File: src/rtl/adc_frame_deserializer_if.sv
// Lane-side bundle for adc_frame_deserializer: ISERDES words in, alignment/sample results out.
// The master modport is the ISERDES/consumer side; the slave modport is the deserializer.
interface adc_frame_deserializer_if;
  logic [7:0]  frame_in;
  logic [7:0]  d0_in;
  logic [7:0]  d1_in;
  logic        bitslip_out;
  logic        aligned_out;
  logic [15:0] sample_out;
  logic        valid_out;
  logic        align_err_out;
  logic [7:0]  lost_cnt_out;

  modport master (
    output frame_in, d0_in, d1_in,
    input  bitslip_out, aligned_out, sample_out, valid_out, align_err_out, lost_cnt_out
  );

  modport slave (
    input  frame_in, d0_in, d1_in,
    output bitslip_out, aligned_out, sample_out, valid_out, align_err_out, lost_cnt_out
  );
endinterface

File: src/rtl/adc_frame_deserializer.sv
// Frame-lane bitslip alignment and 2-lane sample reassembly for a 16-bit LVDS ADC.
// Define ADC_OFFSET_BIN_EN when the ADC delivers offset binary (MSB inverted to two's complement).
//
// state  | meaning
// CHECK  | counting consecutive frame matches toward lock
// SLIP   | one-cycle bitslip pulse to the ISERDES
// SETTLE | waiting for the slipped lanes to settle, frame ignored
// LOCKED | aligned; matching frames produce samples
module adc_frame_deserializer #(
  parameter logic [7:0]  FRAME_PATTERN = 8'hF0,
  parameter int unsigned LOCK_COUNT    = 16,
  parameter int unsigned SETTLE_CYCLES = 4,
  parameter int unsigned MAX_SLIPS     = 8
) (
  input  logic                    clk_in,
  input  logic                    rst_in,
  adc_frame_deserializer_if.slave adc_if
);
  localparam int unsigned MW = (LOCK_COUNT > 1) ? $clog2(LOCK_COUNT) : 1;
  localparam int unsigned SW = (SETTLE_CYCLES > 1) ? $clog2(SETTLE_CYCLES) : 1;
  localparam logic [MW-1:0] MATCH_LAST  = MW'(LOCK_COUNT - 1);
  localparam logic [SW-1:0] SETTLE_LAST = SW'(SETTLE_CYCLES - 1);
  localparam logic [7:0]    SLIP_LIMIT  = 8'(MAX_SLIPS);

  typedef enum logic [1:0] {ST_CHECK, ST_SLIP, ST_SETTLE, ST_LOCKED} state_t;

  state_t      state_q, state_d;
  logic [MW-1:0] match_cnt_q, match_cnt_d;
  logic [SW-1:0] settle_cnt_q, settle_cnt_d;
  logic [7:0]  slip_cnt_q, slip_cnt_d;
  logic [7:0]  lost_cnt_q, lost_cnt_d;
  logic        err_q, err_d;
  logic        valid_q;
  logic [15:0] sample_q;
  logic [15:0] assembled;
  logic        frame_ok;

  assign frame_ok = (adc_if.frame_in == FRAME_PATTERN);

  always_ff @(posedge clk_in) begin
    if (rst_in) begin
      state_q      <= ST_CHECK;
      match_cnt_q  <= '0;
      settle_cnt_q <= '0;
      slip_cnt_q   <= '0;
      lost_cnt_q   <= '0;
      err_q        <= 1'b0;
    end else begin
      state_q      <= state_d;
      match_cnt_q  <= match_cnt_d;
      settle_cnt_q <= settle_cnt_d;
      slip_cnt_q   <= slip_cnt_d;
      lost_cnt_q   <= lost_cnt_d;
      err_q        <= err_d;
    end
  end

  always_comb begin
    state_d      = state_q;
    match_cnt_d  = match_cnt_q;
    settle_cnt_d = settle_cnt_q;
    slip_cnt_d   = slip_cnt_q;
    lost_cnt_d   = lost_cnt_q;
    err_d        = err_q;
    case (state_q)
      ST_CHECK: begin
        if (!frame_ok) begin
          match_cnt_d = '0;
          state_d     = ST_SLIP;
        end else if (match_cnt_q == MATCH_LAST) begin
          match_cnt_d = '0;
          slip_cnt_d  = '0;
          state_d     = ST_LOCKED;
        end else begin
          match_cnt_d = match_cnt_q + 1'b1;
        end
      end
      ST_SLIP: begin
        if (slip_cnt_q != 8'hFF) slip_cnt_d = slip_cnt_q + 8'd1;
        // Error only flags the condition; the search keeps slipping.
        if (slip_cnt_d >= SLIP_LIMIT) err_d = 1'b1;
        settle_cnt_d = '0;
        state_d      = ST_SETTLE;
      end
      ST_SETTLE: begin
        if (settle_cnt_q == SETTLE_LAST) begin
          settle_cnt_d = '0;
          state_d      = ST_CHECK;
        end else begin
          settle_cnt_d = settle_cnt_q + 1'b1;
        end
      end
      ST_LOCKED: begin
        if (!frame_ok) begin
          match_cnt_d = '0;
          if (lost_cnt_q != 8'hFF) lost_cnt_d = lost_cnt_q + 8'd1;
          state_d = ST_CHECK;
        end
      end
      default: state_d = ST_CHECK;
    endcase
  end

  always_comb begin
    assembled = '0;
    for (int k = 0; k < 8; k++) begin
      assembled[2*k]   = adc_if.d0_in[k];
      assembled[2*k+1] = adc_if.d1_in[k];
    end
`ifdef ADC_OFFSET_BIN_EN
    assembled[15] = ~assembled[15];
`endif
  end

  always_ff @(posedge clk_in) begin
    if (rst_in) begin
      valid_q  <= 1'b0;
      sample_q <= '0;
    end else begin
      valid_q <= (state_q == ST_LOCKED) && frame_ok;
      if ((state_q == ST_LOCKED) && frame_ok) sample_q <= assembled;
    end
  end

  always_comb begin
    adc_if.bitslip_out   = (state_q == ST_SLIP);
    adc_if.aligned_out   = (state_q == ST_LOCKED);
    adc_if.valid_out     = valid_q;
    adc_if.sample_out    = sample_q;
    adc_if.align_err_out = err_q;
    adc_if.lost_cnt_out  = lost_cnt_q;
  end
endmodule

File: src/flat_wrapper.sv
// flat-port wrapper written by rule: the top's interface ports become plain ports
module adc_frame_deserializer_flat 
#(
  parameter logic [7:0]  FRAME_PATTERN = 8'hF0,
  parameter int unsigned LOCK_COUNT    = 16,
  parameter int unsigned SETTLE_CYCLES = 4,
  parameter int unsigned MAX_SLIPS     = 8
)
  (clk_in, rst_in, adc_if_frame_in, adc_if_d0_in, adc_if_d1_in, adc_if_bitslip_out, adc_if_aligned_out, adc_if_sample_out, adc_if_valid_out, adc_if_align_err_out, adc_if_lost_cnt_out);
  adc_frame_deserializer_if adc_if_i ();
  input  logic clk_in;
  input  logic rst_in;
  input wire logic [$bits(adc_if_i.frame_in)-1:0] adc_if_frame_in;
  input wire logic [$bits(adc_if_i.d0_in)-1:0] adc_if_d0_in;
  input wire logic [$bits(adc_if_i.d1_in)-1:0] adc_if_d1_in;
  output wire logic [$bits(adc_if_i.bitslip_out)-1:0] adc_if_bitslip_out;
  output wire logic [$bits(adc_if_i.aligned_out)-1:0] adc_if_aligned_out;
  output wire logic [$bits(adc_if_i.sample_out)-1:0] adc_if_sample_out;
  output wire logic [$bits(adc_if_i.valid_out)-1:0] adc_if_valid_out;
  output wire logic [$bits(adc_if_i.align_err_out)-1:0] adc_if_align_err_out;
  output wire logic [$bits(adc_if_i.lost_cnt_out)-1:0] adc_if_lost_cnt_out;
  assign adc_if_i.frame_in = adc_if_frame_in;
  assign adc_if_i.d0_in = adc_if_d0_in;
  assign adc_if_i.d1_in = adc_if_d1_in;
  assign adc_if_bitslip_out = adc_if_i.bitslip_out;
  assign adc_if_aligned_out = adc_if_i.aligned_out;
  assign adc_if_sample_out = adc_if_i.sample_out;
  assign adc_if_valid_out = adc_if_i.valid_out;
  assign adc_if_align_err_out = adc_if_i.align_err_out;
  assign adc_if_lost_cnt_out = adc_if_i.lost_cnt_out;
  adc_frame_deserializer #(.FRAME_PATTERN(FRAME_PATTERN), .LOCK_COUNT(LOCK_COUNT), .SETTLE_CYCLES(SETTLE_CYCLES), .MAX_SLIPS(MAX_SLIPS)) u_core (.clk_in(clk_in), .rst_in(rst_in), .adc_if(adc_if_i));
endmodule
File: config.mk
export PLATFORM = sky130hd
export DESIGN_NAME = adc_frame_deserializer_flat
export DESIGN_NICKNAME = d
export VERILOG_FILES = /design/src/rtl/adc_frame_deserializer_if.sv /design/src/rtl/adc_frame_deserializer.sv /design/src/flat_wrapper.sv
export SDC_FILE = /design/constraint.sdc
export NUM_CORES = 1
export LEC_CHECK = 0
export ABC_CLOCK_PERIOD_IN_PS = 2100
export CELL_PAD_IN_SITES_DETAIL_PLACEMENT = 1
export CELL_PAD_IN_SITES_GLOBAL_PLACEMENT = 1
export CORE_ASPECT_RATIO = 2
export CORE_MARGIN = 8
export CORE_UTILIZATION = 35
export DETAILED_ROUTE_END_ITERATION = 8
export GPL_ROUTABILITY_DRIVEN = 0
export GPL_TIMING_DRIVEN = 0
export PLACE_DENSITY = 0.81
export SLEW_MARGIN = 20
export SYNTH_ARGS = -nofsm -noshare
export SYNTH_HDL_FRONTEND = slang
export SYNTH_SLANG_ARGS = --single-unit
File: constraint.sdc
create_clock -name clk_in -period 2.1 [get_ports clk_in]
set_input_delay 0.315 -clock clk_in [delete_from_list [all_inputs] [get_ports clk_in]]
set_output_delay 0.315 -clock clk_in [all_outputs]
set_load 0.05 [all_outputs]
After elaboration in Yosys (flattened, before gate mapping) --
Cells that the tools add are included.
Operators by class: equal/unequal tests 13, magnitude comparators 1, add/subtract/negate cells 4, bitwise logic cells 1, reductions and logical operators 10, multiplexer cells 16
Operators by type and width (count):
- 2-to-1 mux 8 bit | 4
- adder 8 x 1 -> 8 bit (second input constant) | 2
- inequality test 8 bit (second input constant) | 2
- case mux 8 bit (2 select lines) | 1
- 2-to-1 mux 4 bit | 3
- 2-to-1 mux 2 bit | 5
- AND reduction 3 bit | 3
- == test 8 bit (second input constant) | 1
- >= comparator 8 x 4 -> 1 bit (second input constant) | 1
- case mux 2 bit (4 select lines) | 1
- case mux 4 bit (2 select lines) | 1
- == test 2 bit (second input constant) | 3
- inequality test 2 x 1 -> 1 bit (second input constant) | 3
- nonzero test 2 bit | 3
- adder 4 x 1 -> 4 bit (second input constant) | 1
- == test 4 bit (second input constant) | 1
- case mux 2 bit (2 select lines) | 1
- AND reduction 2 bit | 2
- inequality test 3 bit (second input constant) | 1
- adder 2 x 1 -> 2 bit (second input constant) | 1
- == test 2 x 1 -> 1 bit (second input constant) | 1
- zero test 2 bit | 1
- inequality test 2 bit (second input constant) | 1
- logical AND 1 bit | 1
- inverter 1 bit | 1
Storage, ports and cells: input bits 26, word-level logic and storage cells 53, register bits 42

Depth between registers and ports, before layout --
Gate-level depths: netlist (run 1).
word-level depth 5, gate-level depth with buffers 7

Worst setup path before layout (run 1) --
No wires, ideal clock.
kind reg-to-reg, start register u_core.lost_cnt_q[2] (netlist: u_core.adc_if.lost_cnt_out[2]), end register u_core.lost_cnt_q[7] (netlist: u_core.adc_if.lost_cnt_out[7]), path slack 0.209 ns, clock period less this slack 1.891 ns, library setup time 0.071 ns, stages on the path, launching flop included 5, data arrival time 1.820 ns, path through dfxtp_1 nand4_1 or2_2 or4_1 a21oi_1
Between the ends: cells in the longest elaborated chain, start to end 2, elaborated cells on any way between the ends 3, classes of those cells add/sub: 1; eq/ne: 1; reduce/logical: 1
RTL lines:
- from (decl) | line adc_frame_deserializer.sv:31 | logic [7:0] lost_cnt_q, lost_cnt_d;
- from (signal assigned) | line adc_frame_deserializer.sv:53 | lost_cnt_q <= lost_cnt_d;
- branches (longest 2 deep; another with adder 8 x 1 -> 8 bit)
Several ways; the timed one is not identified. A chain may end at the register's enable or synchronous reset.

Worst setup path after layout (run 1) --
start register u_core.state_q[1], end output port adc_if_aligned_out
Between the ends: cells in the longest elaborated chain, start to end 1
RTL lines:
- from (decl) | line adc_frame_deserializer.sv:27 | state_t state_q, state_d;
- from (signal assigned) | line adc_frame_deserializer.sv:49 | state_q <= state_d;
- == test 2 bit | line adc_frame_deserializer.sv:127 | adc_if.aligned_out = (state_q == ST_LOCKED);
- to (decl) | line flat_wrapper.sv:17 | output wire logic [$bits(adc_if_i.aligned_out)-1:0] adc_if_aligned_out;
No other way between the ends.

==> run metrics, run 1 <==
Post-DP HPWL=5070 µm; TritonCTS clock tree=built; Placed Cells=365; CP peak stage delay=820 ps; Layout Skew=4.56 ps; adder-cell area share of the yosys netlist=4.82%; WL per Instance=17.3 µm; final hold viol count=0; Hold-fix buffers, CTS=0; P&R area growth vs syn=37.0%; share of Yosys cell area claimed by the top area cell type=40.5%; CTS sink cnt=42; post-synthesis sequential area ratio=40.5%; WHS Endpoint=u_core.adc_if.sample_out[9]$_SDFFE_PP0P_; largest net degree at the start of global routing=13; Layout fillers=686; Period minus WS final=2030 ps; WP buf/inv=1; Design Power=0.00178 W; f_max=494 MHz; most frequent cells in the layout=clkdlybuf4s50_1 (52), nand2_1 (42), dfxtp_1 (42); peak supply drop=0.552 mV; CTS Root Cell=clkbuf_16; Worst R2R Path Depth=7; Compound-Gate Fraction of Synth Area=22.7%; Detailed Route WL=6470 µm; drc violations=0; DR iter-0 viols=86; flop-to-flop setup slack=200 ps; Total GRT Usage=15.2%; Setup crit end kind=output pin; critical-path maximum fanout=3; commonest non-fill, non-tap cell in the layout=clkdlybuf4s50_1; P_leak=0.923 nW; status=finished clean; Final Max Tran Viols=0; WP data arrival=1710 ps; Hold WC Path Type=reg2reg; largest cells by area after synthesis=dfxtp_1 (40%), a21oi_1 (8.0%), nand2_1 (7.6%); FP Rows=39; number of port buffers=53; MaxCap Viol Count=0; Die Wd=70.5 µm; initial antenna violation count=0; H-tree levels=2; Yosys warning total=0; critical path's top delay family=buffers and inverters; Ant. Diodes=0; Final Cycle Share=96.5%; cts bufs inserted=5; post-synth top area cell=dfxtp_1; core box area=5710 µm²; ratio of cells with drive above 1 in the final layout=7.69%; die area=8800 µm²; grt ovf=0; Non-Filler Instances=373; Worst-Skew Late Latency=290 ps; R2R Path End=u_core.adc_if.sample_out[7]$_SDFFE_PP0P_; Synth Area in XOR/XNOR=0.422%; Clock Path Buffers=2; synthesized cell area=2080 µm²; Die H=125 µm; Synth Area per Inst=8.27 µm²; Finish-stage setup viols=0; mux cell area share after synthesis=2.05%; Clk pin slew, worst setup/hold paths=60 ps; Mapped Nets=285; post-synth cell types=41; DRT Pass-1 Iters=4; DR vias=2120; Setup TNS=0 ps; crit path launch type=flop; RSZ-0062 raised after global routing=true; first-pass GRT wire length=11100 µm; slew of the pin with the lowest slew margin=582 ps; Req. time, crit path=1780 ps; Synth Area in Simple Gates=25.0%; critical-path cell list=ha_1 > clkdlybuf4s50_1; CP max-delay cell=clkdlybuf4s50_1; Slew headroom=61.2%; via count of the first global-routing pass=2362; post-layout util=49.9%; Vias per Instance=5.68; Seq cells post-synth=42; top-level port count=54; antenna-violating nets left=0; Gate Count Post-Synth=251; reg-to-reg critical path startpoint=u_core.state_q[1]$_SDFFE_PP0P_; initial core utilization=36.4%; PD cells=624 nW/µm²; hold_sp=u_core.adc_if.sample_out[9]$_SDFFE_PP0P_; Crit Path Category=reg2out; hold path cells=2; largest family of logic cells by synthesized area=simple AND/OR/NAND/NOR gates; nets=345
[layout make-up]
cell class / count / area, µm² / share of cell area [%]
Clock buffer: 7 / 143 / 5.01
Clock inverter: 1 / 5.00 / 0.176
Multi-Input combinational cell: 185 / 1150 / 40.3
Sequential cell: 42 / 841 / 29.5
Tap cell: 61 / 76.3 / 2.68
Timing Repair Buffer: 55 / 548 / 19.3
Buffer: 11 / 45.0 / 1.58
Inverter: 11 / 41.3 / 1.45
[synth_stat cells]
library cell / n
o31ai_1: 6
xnor2_1: 1
inv_1: 11
mux2i_1: 2
or3b_2: 1
nor3_1: 2
nor4_4: 1
a41oi_1: 1
nor2b_1: 3
nor2_1: 11
ha_1: 8
a21oi_1: 33
o21bai_1: 1
a32oi_1: 1
nand4_1: 4
a21boi_0: 1
o211ai_1: 1
clkbuf_1: 10
mux2_2: 2
or4_1: 8
nand4b_1: 1
nand2_1: 42
nand2b_1: 3
a211o_1: 3
o32a_1: 1
a311oi_1: 1
a221oi_2: 2
or3_1: 2
and3_1: 3
a221oi_1: 4
nand3_2: 1
dfxtp_1: 42
o221a_2: 1
and4_1: 3
or3b_1: 1
o21ai_0: 11
nand3_1: 12
o41ai_1: 4
buf_2: 3
a21bo_2: 1
or2_2: 2
[metal layers]
layer,up-vias,wire [µm],track usage [%],share of wire (%)
met5,-,0,0,0
met4,0,134,6.67,2.1
met1,1035,2220,13.4,34
li1,1033,-,-,-
met2,41,3850,30.0,59
met3,11,271,4.04,4.2
[cells by family (layout without fill, tap and decap cells)]
| group | Yosys count | in the layout |
|---|---|---|
| buffers and inverters | 24 | 85 |
| adders and majority gates | 8 | 8 |
| xor gates and xnor gates | 1 | 1 |
| DFF | 42 | 42 |
| and+or+nand+nor | 100 | 100 |
| AOI/OAI and AO/OA | 72 | 72 |
| muxes | 4 | 4 |
[per-stage QoR]
stage               setup slack (ps)  hold WS (ps)  cell area (µm²)
floorplan                        209           449             2080
global placement                -360           441             2680
detailed placement              -366           450             2680
CTS                             35.8           458             2840
global route                   -5.07           470             2850
finish                          74.1           453             2850
[power breakdown]
group	leakage, nW	switching [W]	internal (W)
Combinational	0.511	0.0000982	0.0000839
Clock	0.0739	0.000311	0.000471
Sequential	0.339	0.00000710	0.000804
Total	0.923	0.000416	0.00136
[how the worst max path moves through the flow]
stage	from	endpoint	slack, ps	depth (start not counted)
6_report	u_core.state_q[1]$_SDFFE_PP0P_	adc_if_aligned_out	70	2
5_1_grt	u_core.state_q[1]$_SDFFE_PP0P_	u_core.adc_if.sample_out[7]$_SDFFE_PP0P_	-5	7
4_1_cts	u_core.state_q[1]$_SDFFE_PP0P_	adc_if_bitslip_out	40	3
3_5_place_dp	adc_if_frame_in[1]	u_core.adc_if.sample_out[0]$_SDFFE_PP0P_	-370	6
3_3_place_gp	adc_if_frame_in[1]	u_core.adc_if.sample_out[13]$_SDFFE_PP0P_	-360	6
2_1_floorplan	u_core.adc_if.lost_cnt_out[2]$_SDFFE_PP0P_	u_core.adc_if.lost_cnt_out[7]$_SDFFE_PP0P_	210	4
[worst min-delay path: stages (launching register included)]
cell     delay, ps
dfxtp_1        300
nand2_1         50
a21oi_1         50
[state kept, by name, indices dropped and copies added (netlist names)]
| name | flops |
|---|---|
| u_core.slip_cnt_q | 8 |
| u_core.adc_if.valid_out | 1 |
| u_core.settle_cnt_q | 2 |
| u_core.state_q | 2 |
| u_core.match_cnt_q | 4 |
| u_core.adc_if.align_err_out | 1 |
| u_core.adc_if.lost_cnt_out | 8 |
| u_core.adc_if.sample_out | 16 |
[timing repair]
action / CTS / global route
endpoints found under the setup margin: 9 / 14
gates cloned: 0 / 0
buffers inserted: 0 / 2
pin swaps: 0 / 1
resized for setup: 1 / 1
Note: power is estimated with default switching activity, not from simulation.
==> run 2: changes to the inputs <==
--- a/config.mk
+++ b/config.mk
@@ -15,7 +15,7 @@
 export GPL_ROUTABILITY_DRIVEN = 0
 export GPL_TIMING_DRIVEN = 0
 export PLACE_DENSITY = 0.81
-export SLEW_MARGIN = 20
+export SLEW_MARGIN = 15
 export SYNTH_ARGS = -nofsm -noshare
 export SYNTH_HDL_FRONTEND = slang
 export SYNTH_SLANG_ARGS = --single-unit
==> results of run 2 <==
Final layout, timing and power as in run 1 (identical DEF).
==> run 3: changes to the inputs <==
--- a/config.mk
+++ b/config.mk
@@ -19,3 +19,4 @@
 export SYNTH_ARGS = -nofsm -noshare
 export SYNTH_HDL_FRONTEND = slang
 export SYNTH_SLANG_ARGS = --single-unit
+export TNS_END_PERCENT = 20
==> results of run 3 <==
Final layout, timing and power as in run 1 (identical DEF).
==> variant 1, RTL diff (config.mk and constraints of run 1) <==
`LOCK_COUNT` is set to 16 in 2 places; all go to 8.
--- a/src/rtl/adc_frame_deserializer.sv
+++ b/src/rtl/adc_frame_deserializer.sv
@@ -10,3 +10,3 @@
   parameter logic [7:0]  FRAME_PATTERN = 8'hF0,
-  parameter int unsigned LOCK_COUNT    = 16,
+  parameter int unsigned LOCK_COUNT    = 8,
   parameter int unsigned SETTLE_CYCLES = 4,
--- a/src/flat_wrapper.sv
+++ b/src/flat_wrapper.sv
@@ -4,3 +4,3 @@
   parameter logic [7:0]  FRAME_PATTERN = 8'hF0,
-  parameter int unsigned LOCK_COUNT    = 16,
+  parameter int unsigned LOCK_COUNT    = 8,
   parameter int unsigned SETTLE_CYCLES = 4,
Behaviour: not the same (Yosys sat finds a counterexample within 10 cycles, from zero or initial values and one cycle with rst_in high).
==> variant 1 against run 1 <==
Area after synthesis decreased by 5.3%; largest power group unchanged; utilization increased by 1.0 points; routed wire length increased by 3.0%; design area decreased by 3.2%; sequential cell count decreased by 1; worst setup slack got worse by 14 ps; combinational power increased by 51%; total power decreased by 3.4%.
==> variant 1: results (changes against run 1) <==
| Metric | Value |
|---|---|
| Layout Cells excl Fill | 366 (-1.9%) |
| LEAKAGE | 0.9568 nW (+3.6%) |
| GRT met2 Usage | 0.3223 (+0.02275) |
| Fraction of the mapped netlist area in adder cells | 0.05725 (+0.009059) |
| Uppermost layer routed | met4 |
| Post_cts resized | 13 (+12) |
| Total Power | 1.716 mW (-3.4%) |
| Via Count | 2,107 (-0.61%) |
| Met2 WL post-DR | 3994 um (+3.8%) |
| Net Sw Frac | 0.2727 (+0.03835) |
| M1 WL | 2274 um (+2.6%) |
| Clock-pin slew on the worst setup and hold paths | 90 ps (+30 ps) |
| Layout cells sized above 1 | 0.09150 (+0.01458) |
| Number of flip-flops in the largest register | 16 (unchanged) |
| Final Hold Slack | 461.5 ps (+8.247 ps) |
| Endpoint of the worst hold path | u_core.adc_if.sample_out[5] |
| Core Util, Final | 0.5085 (+0.009966) |
| Placed Instance Area | 2575 um^2 (-4.1%) |
| Combinational power share | 0.160 (+0.057) |
| Met3 WL | 272 um (+0.37%) |
| Max transition margin | 0.4838 (-0.1279) |
| Seq pwr | 0.807 mW (-0.5%) |
| Grt met3 use | 0.03664 (-0.003735) |
| Reg2reg end | u_core.slip_cnt_q[0] |
| Status | complete, no violations |
| FILL cells | 674 (-1.7%) |
| NumNets Final | 341 (-1.2%) |
| Yosys cell types | 38 (-7.3%) |
| Syn nets | 278 (-2.5%) |
| VDD IR max | 490.9 uV (-11%) |
| Avg Inst Size Synth | 8.094 um^2 (-2.2%) |
| Vias in the first global route | 2,294 (-2.9%) |
| Synth Area in Compound Gates | 0.2182 (-0.008915) |
| Synth area leaders | dfxtp_1 (42%), a21oi_1 (9.4%), nand2_1 (7.3%), ha_1 (5.7%), nand3_1 (4.6%) |
| Iteration-0 DRC Markers | 100 (+16%) |
| Pre-CTS setup slack | -611.7 ps (-245.9 ps) |
| Mux contribution to synthesized area | 0.005089 (-0.01539) |
| Min Tclk post-route | 2040 ps (+14.25 ps) |
| Clk root buf | clkbuf_8 |
| DP Wirelength | 5003 um (-1.3%) |
| Xor/xnor share of the synthesized area | 0 (-0.004217) |
| Hold wc startpoint | u_core.adc_if.sample_out[5] |
| Global-route wire length before repair | 10,990 um (-0.81%) |
| Slowest stage delay, CP | 450 ps (-370 ps) |
| Worst Skew | 10.54 ps (+5.984 ps) |
| Worst endpoint data arrival time | 2280 ps (+570 ps) |
| Final wirelength | 6664 um (+3.0%) |
| Diodes inserted | 0 (unchanged) |
| Setup bufs post-CTS | 1 (+1) |
| Part of the Yosys area used for sequential elements | 0.4173 (+0.01248) |
| GRT Total Usage | 0.1555 (+0.003634) |
| CP top delay family | simple AND/OR/NAND/NOR gates |
| CP max FO | 7 (+4) |
| Grt met1 use | 0.1325 (-0.001864) |
| Synth top cells by count | dfxtp_1 (41), nand2_1 (38), a21oi_1 (37) |
| R2R setup slack | 140 ps (-60 ps) |
[variant 1: how the worst max path moves through the flow]
stage          depth (start not counted)          startpoint                       endpoint
2_1_floorplan                          6   u_core.state_q[1]           u_core.slip_cnt_q[2]
3_3_place_gp                           7  adc_if_frame_in[1]  u_core.adc_if.lost_cnt_out[1]
3_5_place_dp                           7  adc_if_frame_in[1]  u_core.adc_if.lost_cnt_out[0]
4_1_cts                                7  adc_if_frame_in[1]           u_core.slip_cnt_q[0]
5_1_grt                                7  adc_if_frame_in[2]           u_core.slip_cnt_q[0]
6_report                               7  adc_if_frame_in[2]           u_core.slip_cnt_q[0]
[variant 1: cell type report]
type                    count  area share
repair buffers             56      0.2025
flip-flops and latches     41      0.2978
multi-input cells         182      0.4035
well taps                  60     0.02724
plain buffers              12     0.02043
clock inverters             2     0.01271
inverters                   8     0.01089
clock buffers               5     0.02497
==> variant 2, RTL diff (config.mk and constraints of run 1) <==
Without the edit above. Re-encode `state_t` (4 states) as one-hot, 4 bits wide.
--- a/src/rtl/adc_frame_deserializer.sv
+++ b/src/rtl/adc_frame_deserializer.sv
@@ -24,3 +24,3 @@
 
-  typedef enum logic [1:0] {ST_CHECK, ST_SLIP, ST_SETTLE, ST_LOCKED} state_t;
+  typedef enum logic [3:0] {ST_CHECK = 4'b0001, ST_SLIP = 4'b0010, ST_SETTLE = 4'b0100, ST_LOCKED = 4'b1000} state_t;
 
Function: same outputs for any inputs over 10 cycles, from zero or initial values and one cycle with rst_in high; not proved beyond that.
==> variant 2 against run 1 <==
Clock power is 2% higher; combinational power is 19% lower; final cell count is 3.5% lower; total power is 2.0% higher; worst setup slack better by 56 ps; via count is 5.0% lower; register-to-register slack hardly changed; sequential cell count is 2 higher; routed wire length is 6.1% lower; utilization is 0.68 points lower; area after synthesis is 2.5% lower; critical path depth stayed put; design area is 2.2% lower; largest power group unchanged.
==> variant 2: results (changes against run 1) <==
| Metric | Value |
|---|---|
| M1 WL | 2175 um (-1.9%) |
| Vias in the first global route | 2,111 (-11%) |
| GRT Total Usage | 0.1412 (-0.01070) |
| Grt met3 use | 0.03030 (-0.01008) |
| Sequential share of power | 0.476 (+0.019) |
| VDD IR max | 701.2 uV (+27%) |
| CP max FO | 5 (+2) |
| Grt met1 use | 0.1244 (-0.009938) |
| NumNets Final | 328 (-4.9%) |
| Endpoint of the worst hold path | u_core.adc_if.sample_out[15] |
| Iteration-0 DRC Markers | 74 (-14%) |
| Synth top cells by count | dfxtp_1 (44), nand2_1 (35), a21oi_1 (27) |
| Placed Instance Area | 2623 um^2 (-2.3%) |
| Part of the Yosys area used for sequential elements | 0.4348 (+0.03002) |
| Buffers added on ports | 52 (-1.9%) |
| Mux contribution to synthesized area | 0.01544 (-0.005040) |
| Avg WL per Cell | 16.88 um (-2.7%) |
| DP Wirelength | 4741 um (-6.5%) |
| Syn nets | 268 (-6.0%) |
| Status | complete, no violations |
| Hold Path Class | reg2reg |
| Reg2reg start | u_core.slip_cnt_q[0] |
| Vias/cell | 5.597 (-1.5%) |
| Global-route wire length before repair | 9811 um (-11%) |
| LEAKAGE | 0.9846 nW (+6.6%) |
| Worst endpoint data arrival time | 1650 ps (-60 ps) |
| GRT met2 Usage | 0.2809 (-0.01870) |
| Synth Area in Compound Gates | 0.2020 (-0.02513) |
| CP max-delay cell | dlygate4sd2_1 |
| Xor/xnor share of the synthesized area | 0.01297 (+0.008754) |
| Largest net degree at the start of global routing | 15 (+2) |
| Slowest stage delay, CP | 580 ps (-240 ps) |
| Hold wc startpoint | u_core.adc_if.sample_out[15] |
| Yosys cell types | 47 (+15%) |
| FILL cells | 675 (-1.6%) |
| Switch Pwr | 0.4201 mW (+0.96%) |
| Reg2reg path depth | 5 (-2) |
| Synth area leaders | dfxtp_1 (43%), a21oi_1 (6.7%), nand2_1 (6.5%), nor2_1 (4.1%), nand3_1 (3.0%) |
| Layout cells sized above 1 | 0.08027 (+0.003344) |
| Met3 WL | 232 um (-14%) |
| Max transition margin | 0.6330 (+0.02127) |
| Comb pwr | 0.148 mW (-19%) |
| Met2 WL post-DR | 3464 um (-10%) |
| Ys Warns | 0 (unchanged) |
| Reg2reg end | u_core.slip_cnt_q[1] |
| Worst Skew | 7.036 ps (+2.475 ps) |
| Fraction of the mapped netlist area in adder cells | 0.02471 (-0.02349) |
[variant 2: worst max-delay path, delay by kind of cell, from the launching register on]
family / cells / cell delay [ps]
AND/OR/NAND/NOR: 1 / 350
flip-flops: 1 / 430
buffers and inverters: 1 / 580
[variant 2: worst max path at each step]
stage	from	end	slack, ps
after floorplan	u_core.state_q[0]	u_core.adc_if.lost_cnt_out[4]	20
after global placement	u_core.state_q[1]	adc_if_bitslip_out	-330
after detailed placement	u_core.state_q[1]	adc_if_bitslip_out	-330
after CTS	u_core.state_q[1]	adc_if_bitslip_out	50
after global routing	u_core.state_q[3]	adc_if_aligned_out	20
final	u_core.state_q[3]	adc_if_aligned_out	130
[variant 2: stage by stage]
| step | setup slack (ps) | setup TNS [ps] | cells | hold WS [ps] | total power, mW |
|---|---|---|---|---|---|
| 5_1_grt | 19.89 | 0 | 360 | 479.1 | 1.871 |
| 2_1_floorplan | 15.38 | 0 | 238 | 451.0 | 0.9548 |
| 3_5_place_dp | -325.4 | -2531 | 351 | 448.5 | 1.029 |
| 6_report | 130.1 | 0 | 360 | 453.6 | 1.811 |
| 3_3_place_gp | -331.7 | -2430 | 351 | 441.2 | 1.028 |
| 4_1_cts | 45.13 | 0 | 359 | 456.6 | 1.836 |
[variant 2: layout make-up]
cell class                      instances  area [um^2]  share of cell area
Buffer                                 13        61.31             0.02202
Clock buffer                            6        138.9             0.04989
Clock inverter                          2        15.01            0.005393
Inverter                                2        7.507            0.002697
Multi-Input combinational cell        179         1082              0.3888
Sequential cell                        44        880.8              0.3164
Tap cell                               61        76.32             0.02742
Timing Repair Buffer                   53        521.8              0.1874
[variant 2: what timing repair did]
item / 4_1_cts / 5_1_grt
setup buffers: 0 / 1
gates resized for setup: 7 / 1
setup endpoints to repair: 2 / 6
